===== config.mk =====
export PLATFORM = sky130hd
export DESIGN_NAME = gpio_cfg_sequencer
export DESIGN_NICKNAME = d
export VERILOG_FILES = /design/src/rtl/gpio_cfg_pkg.sv /design/src/rtl/gpio_cfg_divider.sv /design/src/rtl/gpio_cfg_sequencer.sv
export SDC_FILE = /design/constraint.sdc
export NUM_CORES = 1
export LEC_CHECK = 0
export BUFFER_PORTS_ARGS = -buffer_cell sky130_fd_sc_hd__buf_4
export CORE_MARGIN = 3
export CORE_UTILIZATION = 55
export CTS_CLUSTER_DIAMETER = 60
export DETAILED_ROUTE_END_ITERATION = 10
export PLACE_DENSITY = 0.78
export SLEW_MARGIN = 40
export SYNTH_ARGS = -nofsm -noshare
export SYNTH_HDL_FRONTEND = slang
export SYNTH_SLANG_ARGS = --single-unit

===== constraint.sdc =====
create_clock -name mclk -period 4.1 [get_ports mclk]
set_clock_uncertainty 0.05 [all_clocks]
set_input_delay 0.41 -clock mclk [delete_from_list [all_inputs] [get_ports mclk]]
set_output_delay 0.41 -clock mclk [all_outputs]
set_load 0.05 [all_outputs]

===== src/rtl/gpio_cfg_pkg.sv =====
// Shared types and constants for the GPIO pad serial configuration sequencer.
package gpio_cfg_pkg;

  localparam int unsigned SRST_CYCLES = 2;
  localparam int unsigned DIV_W       = 8;

  typedef enum logic [2:0] {
    StIdle,
    StSrst,
    StShiftLo,
    StShiftHi,
    StLoad,
    StDone
  } cfg_state_e;

  function automatic int unsigned total_bits(input int unsigned num_pads,
                                             input int unsigned pad_bits);
    return num_pads * pad_bits;
  endfunction

endpackage


===== src/rtl/gpio_cfg_divider.sv =====
// Half-period tick counter: reload on state entry, tick on the last cycle of the phase.
module gpio_cfg_divider
  import gpio_cfg_pkg::*;
(
  input  logic             clk_i,
  input  logic             rst_ni,
  input  logic             reload_i,
  input  logic [DIV_W-1:0] reload_val_i,
  output logic             tick_o
);

  logic [DIV_W-1:0] cnt_q;

  always_ff @(posedge clk_i or negedge rst_ni) begin
    if (!rst_ni) begin
      cnt_q <= '0;
    end else if (reload_i) begin
      cnt_q <= reload_val_i;
    end else if (cnt_q != '0) begin
      cnt_q <= cnt_q - 1'b1;
    end
  end

  // A phase loaded with N lasts exactly N cycles; the tick marks its final cycle.
  assign tick_o = (cnt_q == DIV_W'(1));

endmodule


===== src/rtl/gpio_cfg_sequencer.sv =====
// Serial configuration chain master: snapshots the pad image, resets the chain,
// shifts the image MSB first and strobes load.
module gpio_cfg_sequencer
  import gpio_cfg_pkg::*;
#(
  parameter int unsigned NUM_PADS      = 14,
  parameter int unsigned PAD_CTRL_BITS = 16,
  parameter int unsigned CLK_DIV       = 4,
  parameter bit          AUTO_START    = 1'b1
) (
  input  logic                              mclk,
  input  logic                              resetn,
  input  logic [NUM_PADS*PAD_CTRL_BITS-1:0] cfg_data,
  input  logic                              cfg_start,
  output logic                              cfg_busy,
  output logic                              cfg_done,
  output logic                              serial_shift_rstn,
  output logic                              serial_clock,
  output logic                              serial_data,
  output logic                              serial_load
);

  localparam int unsigned TOTAL = total_bits(NUM_PADS, PAD_CTRL_BITS);
  localparam int unsigned CNT_W = (TOTAL > 1) ? $clog2(TOTAL) : 1;
  localparam logic [DIV_W-1:0] HALF = DIV_W'(CLK_DIV);

  cfg_state_e       state_q;
  logic [TOTAL-1:0] shadow_q;
  logic [CNT_W-1:0] bit_cnt_q;
  logic             auto_q;

  logic             start_req;
  logic             tick;
  logic             div_reload;
  logic [DIV_W-1:0] div_val;

  // auto_q is only set out of reset, so it behaves as a one-shot start request.
  assign start_req = cfg_start | auto_q;

  // Divider reload accompanies every state transition; value is the next phase length.
  always_comb begin
    div_reload = 1'b0;
    div_val    = HALF;
    case (state_q)
      StIdle: begin
        div_reload = start_req;
        div_val    = DIV_W'(SRST_CYCLES);
      end
      StSrst, StShiftLo, StShiftHi: div_reload = tick;
      StLoad: begin
        div_reload = tick;
        div_val    = '0;
      end
      StDone: begin
        div_reload = 1'b1;
        div_val    = '0;
      end
      default: ;
    endcase
  end

  gpio_cfg_divider u_divider (
    .clk_i        (mclk),
    .rst_ni       (resetn),
    .reload_i     (div_reload),
    .reload_val_i (div_val),
    .tick_o       (tick)
  );

  always_ff @(posedge mclk or negedge resetn) begin
    if (!resetn) begin
      state_q           <= StIdle;
      shadow_q          <= '0;
      bit_cnt_q         <= '0;
      auto_q            <= AUTO_START;
      cfg_busy          <= 1'b0;
      cfg_done          <= 1'b0;
      serial_shift_rstn <= 1'b1;
      serial_clock      <= 1'b0;
      serial_data       <= 1'b0;
      serial_load       <= 1'b0;
    end else begin
      case (state_q)
        StIdle: begin
          if (start_req) begin
            shadow_q          <= cfg_data;
            bit_cnt_q         <= CNT_W'(TOTAL - 1);
            auto_q            <= 1'b0;
            cfg_busy          <= 1'b1;
            serial_shift_rstn <= 1'b0;
            state_q           <= StSrst;
          end
        end
        StSrst: begin
          if (tick) begin
            serial_shift_rstn <= 1'b1;
            serial_clock      <= 1'b0;
            serial_data       <= shadow_q[bit_cnt_q];
            state_q           <= StShiftLo;
          end
        end
        StShiftLo: begin
          if (tick) begin
            serial_clock <= 1'b1;
            state_q      <= StShiftHi;
          end
        end
        StShiftHi: begin
          if (tick) begin
            serial_clock <= 1'b0;
            if (bit_cnt_q == '0) begin
              serial_data <= 1'b0;
              serial_load <= 1'b1;
              state_q     <= StLoad;
            end else begin
              bit_cnt_q   <= bit_cnt_q - 1'b1;
              serial_data <= shadow_q[bit_cnt_q - 1'b1];
              state_q     <= StShiftLo;
            end
          end
        end
        StLoad: begin
          if (tick) begin
            serial_load <= 1'b0;
            cfg_busy    <= 1'b0;
            cfg_done    <= 1'b1;
            state_q     <= StDone;
          end
        end
        StDone: begin
          cfg_done <= 1'b0;
          state_q  <= StIdle;
        end
        default: state_q <= StIdle;
      endcase
    end
  end

endmodule

Word-level counts from Yosys, hierarchy flattened
Index checks and enable logic that the tools add are counted.

cells by class
  add/subtract/negate cells = 2
  order comparisons = 2
  eq/ne operators = 14
  multiplexer cells = 34
  bitwise operators = 1
  reductions and logical operators = 23

operators by type and width
  kind                   number
  $mux W8                5
  $lt A8 B9 Y1 const B   2
  $mux W3                6
  $bmux W1 S8            2
  $pmux W8 S2            1
  $reduce_bool A2 Y1     8
  $sub A8 B1 Y8 const B  2
  $pmux W3 S5            1
  $ne A2 B2 Y1 const B   7
  $pmux W1 S2            6
  $reduce_and A3 Y1      4
  $mux W1                11
  $eq A8 B1 Y1 const B   1
  $logic_not A8 Y1       1
  $reduce_and A4 Y1      2
  $reduce_bool A8 Y1     1
  $eq A3 B2 Y1 const B   2
  $eq A3 B3 Y1 const B   2
  $pmux W3 S2            1
  $reduce_and A5 Y1      1
  $reduce_and A2 Y1      2
  $reduce_or A2 Y1       2
  $reduce_or A4 Y1       1
  $eq A3 B1 Y1 const B   1
  4 further kinds        4

storage, ports and cells
  register bits after elaboration = 250
  input port bits = 227
  output and inout port bits = 6
  word-level logic and storage cells = 87

Longest topological paths before layout
  depth after elaboration = 6
  gate-level depth with buffers = 16

Modules after synthesis
Synthesis repeated with hierarchy kept, for this count alone.

unflattened totals
  cell total of the unflattened synthesis = 1384
  area total of the unflattened synthesis = 13599.3 um^2

modules (own cells, without submodules)
  module              times used  cells an instance  area each (um^2)  seq. area each (um^2)
  gpio_cfg_sequencer  1           1323               13058.8           6058.3
  gpio_cfg_divider    1           61                 540.5             200.2

Least setup slack after synthesis
OpenSTA, ideal clock, no wires.

  path kind = register -> register
  start = reg bit_cnt_q[1]
  end = reg serial_data
  arrival = 3.525 ns
  required time = 3.921 ns
  path slack = 0.396 ns
  stages on the path, launching flop included = 15
  buffers on the path = 5
  period minus slack after synthesis = 3.704 ns
  cells stage by stage = dfrtp_1 buf_2 buf_6 buf_4 buf_2 inv_1 ha_1 xor2_4 buf_8 mux4_2 mux4_2 a311oi_1 o211ai_1 o31ai_1 o31ai_2

on the way
  cells in the longest elaborated chain, start to end = 6
  elaborated cells between the ends (all ways) = 10
  classes of those cells = add/sub: 1; mux: 8; reduce/logical: 1

RTL lines
  element                        line                       source
  start, declared                gpio_cfg_sequencer.sv:29   logic [CNT_W-1:0] bit_cnt_q;
  start signal, assigned         gpio_cfg_sequencer.sv:87   bit_cnt_q <= CNT_W'(TOTAL - 1);
  start signal, assigned         gpio_cfg_sequencer.sv:116  bit_cnt_q <= bit_cnt_q - 1'b1;
  $sub A8 B1 Y8                  gpio_cfg_sequencer.sv:117  serial_data <= shadow_q[bit_cnt_q - 1'b1];
  $bmux W1 S8                    gpio_cfg_sequencer.sv:117
  $mux W1 (not written as such)  gpio_cfg_sequencer.sv:117
  $mux W1                        gpio_cfg_sequencer.sv:111  if (bit_cnt_q == '0) begin
  $mux W1                        gpio_cfg_sequencer.sv:109  if (tick) begin
  $pmux W1 S2 *                  gpio_cfg_sequencer.sv:83   case (state_q)
  end signal, assigned           gpio_cfg_sequencer.sv:98   serial_data <= shadow_q[bit_cnt_q];
  end signal, assigned           gpio_cfg_sequencer.sv:117
  end, declared                  gpio_cfg_sequencer.sv:19   output logic serial_data,

Every way passes the cells marked *; elsewhere a longest branch is shown, timed or not. The select of a mux whose other input is x is not followed.
A chain may end at the register's enable or synchronous reset.

Worst setup path after layout
Ends and elaborated chain as after synthesis.

==> reports/metrics.yaml <==
grt:
  overflow: 0
  grt_start_max_net_pins: 227
  antenna_found_initial: 0
  first_global_vias: 11400
  grt_first_pass_wirelength_mm: 61.4
  grt.total_usage_pct: 29.0
floorplan:
  fp-row-count: 57
  core-area_mm2: 0.0244
  pin_count: 233
  fp.dieArea_mm2: 0.0268
  die_width_um: 164
  die_h_um: 164
  start_util_pct: 56.1
placed_design:
  post-place-cells: 1928
  place_congestion: 0.971
  place.detailed.hpwl_mm: 27.6
  portBuffers: 232
  placement.cell_area_mm2: 0.0157
setup_path:
  cp.arrival_ns: 4.04
  timing.critical_path.to_type: "flop"
  worst-endpoint-required_ns: 4.47
  path_max_fanout: 39
  launch_point_of_the_critical_path: "bit_cnt_q[1]"
  r2r_cells: 8
  critical_path.endpoint: "serial_data"
  rrSetupSlack_ns: 0.43
  timing.critical_path.max_delay_family: "buffers and inverters"
  cpPeakStageDelay_ns: 0.61
  master_of_the_slowest_instance_on_the_critical_path: "buf_4"
  regToRegEndpoint: "serial_data"
  buf_inv_on_cp: 2
  r2r_start: "bit_cnt_q[1]"
  critical_path.startpoint_type: "flop"
  worst-setup-path-type: "reg -> reg"
  critical_path_depth: 8
  cp_cell_sequence: "buf_4, buf_4, mux4_2, mux4_2, a2111oi_0, a311oi_1, a31oi_1, o31ai_2"
logic_synthesis:
  synth_enable_flop_cells: 0
  synth_warn: 0
  postSynthCellCount: 1447
  yosys_most_used_dff: "dfrtp_1"
  netlist-cell-type-count: 67
  avgSynthCellArea_um2: 9.45
  syn-num-nets: 1678
  syn-cell-area_mm2: 0.0137
  register_bit_count_reported_by_yosys: 250
  netlist_top_cells_area: "dfrtp_1, nand2_1, mux4_2"
  seq_area_frac_synth_pct: 45.8
  synth_top_cell_by_area: "dfrtp_1"
  synth_top_cell_area_share_pct: 45.4
  synth-async-reset-ratio_pct: 100
layout:
  drive_gt1_share_pct: 24.9
  final_nets: 1878
  mostFrequentLayoutCell: "nand2_1"
  layout.cells.most_common_list: "nand2_1, buf_4, dfrtp_1"
  area_delta_synth_final_pct: 21.7
  finalInstanceArea_mm2: 0.0166
  finalNonFillerCells: 1989
  utilization_pct: 68.2
  antenna_cells: 0
power_and_ir_drop:
  switching_share_pct: 38.2
  power.leakage_nw: 8.30
  switching_power_summed_over_all_nets_mw: 4.62
  power.share.sequential_pct: 39.3
  share_comb_of_total_power_pct: 41.9
  power-per-cell-area_mw_per_mm2: 727
  max-vdd-ir-drop_v: 0.000363
  power_report.internal_total_mw: 7.48
  part_of_the_power_in_the_clock_network_pct: 18.8
timing:
  period_share_pct: 89.5
  grt_setup_unrepaired: "no"
  slew_violations: 0
  final_period_minus_worst_setup_slack_ns: 3.67
  achievable-frequency_mhz: 272
  slew-limit-headroom_pct: 47.3
  setup_viol: 0
  setup_tns_ns: 0
  max_slew.worst_pin.slew_ns: 0.785
  report.final.hold_viol_count: 0
route:
  vias: 11600
  post_drt_via_cell_ratio: 5.85
  drc: 0
  post_drt_wl_per_cell_um: 19.4
  drt-pass1-iter-count: 5
  route.antenna.remaining_nets: 0
  wirelength_mm: 38.6
  initialDrtViolationCount: 1263
hold_path:
  timing.hold.worst.class: "in -> reg"
  worstHoldStart: "cfg_data[111]"
clock_network:
  cts_post_setup_buffers_inserted: 0
  insertion_delay_ns: 0.54
  clock_tree.htree_level_count: 1
  clock_tree_from_tritoncts: "yes"
  cts.root.buffer_cell: "clkbuf_16"
  cts_max_path_buffers: 3
  cts_hold_repair.buffers: 14
  numCtsBuffers: 26
  clkTransAtPathRegs_ns: 0.07
  cts_resized: 0
  cts_num_sinks: 250
run:
  maxCapViolCount: 0
status:
  run_status: "finished clean"
## flip-flops by register name (all words and copies together) (netlist names)
register / count
shadow_q: 224
bit_cnt_q: 8
u_divider.cnt_q: 8
state_q: 3
auto_q: 1
cfg_busy: 1
cfg_done: 1
serial_clock: 1
serial_data: 1
serial_load: 1
serial_shift_rstn: 1
## metal layers
layer	part of all wire (%)	up-vias	global-route usage, %
li1	-	5302	-
met1	42	5650	41.9
met2	47	607	45.5
met3	8.7	84	5.42
met4	2.9	0	8.73
met5	0	-	0
## per-stage QoR
| step | power, mW | hold WS (ns) | setup slack (ns) |
|---|---|---|---|
| 2_1_floorplan | 8.19 | 0.0644 | 0.396 |
| 3_3_place_gp | 9.50 | 0.428 | 0.491 |
| 3_5_place_dp | 9.72 | 0.436 | 0.427 |
| 4_1_cts | 12.1 | 0.000147 | 0.406 |
| 5_1_grt | 12.9 | 0.0102 | 0.100 |
| 6_report | 12.1 | 0.00987 | 0.430 |
## cells by family (layout without fill, tap and decap cells)
family | Yosys count | in the layout | synth area share (%)
flip-flops | 250 | 250 | 45.8
adder cells (fa/ha/maj) | 4 | 4 | 0.366
multiplexers | 152 | 152 | 20.3
AND/OR/NAND/NOR | 828 | 828 | 24.1
XOR/XNOR | 15 | 15 | 1.15
buffers and inverters | 105 | 323 | 3.57
AO/OA/AOI/OAI | 93 | 93 | 4.83
## power groups by stage
stage,registers (mW),logic [mW],clock network [mW]
6_report,4.75,5.07,2.27
5_1_grt,4.86,5.61,2.40
4_1_cts,4.70,5.05,2.30
3_5_place_dp,4.72,5.00,0
3_3_place_gp,4.68,4.81,0
2_1_floorplan,4.21,3.98,0
## synthesized netlist by cell type, drive strengths merged, types with 3 or more instances
cell type and instances:
mux4 97, inv 7, a31oi 7, mux2i 29, o31ai 6, nand2b 4
a32oi 3, nand2 699, or2 3, nor3 7, and3 4, nand3 16
o21ai 7, nand4 6, nand3b 3, a21oi 15, o211ai 3, o221ai 3
a211oi 7, nor3b 5, clkbuf 62, xnor2 13, o22ai 14, dfrtp 248
nor4 8, buf 36, nor2b 8, o2111ai 3, a311oi 3, a2111oi 3
mux2 26, nor2 59, ha 4
## layout make-up
cell class	instances	area (µm²)
tap	324	405
sequential	250	6270
multi-input combinational	1092	6970
clock inverter	9	92.6
clock buffer	37	722
fill	1827	7750
inverter	7	26.3
timing repair buffer	270	2160
## worst min path at each step
stage,endpoint,slack (ns),depth (start not counted)
finish,shadow_q[111],0.01,3
global route,shadow_q[77],0.01,3
CTS,shadow_q[201],0.0001,3
detailed placement,u_divider.cnt_q[5],0.44,1
global placement,u_divider.cnt_q[6],0.43,1
floorplan,bit_cnt_q[0],0.06,0
## tightest hold or removal path, stage by stage
cell,delay (ns)
buf_4,0.07
nand2_1,0.04
nand2_1,0.04
(Power assumes the default switching activity.)
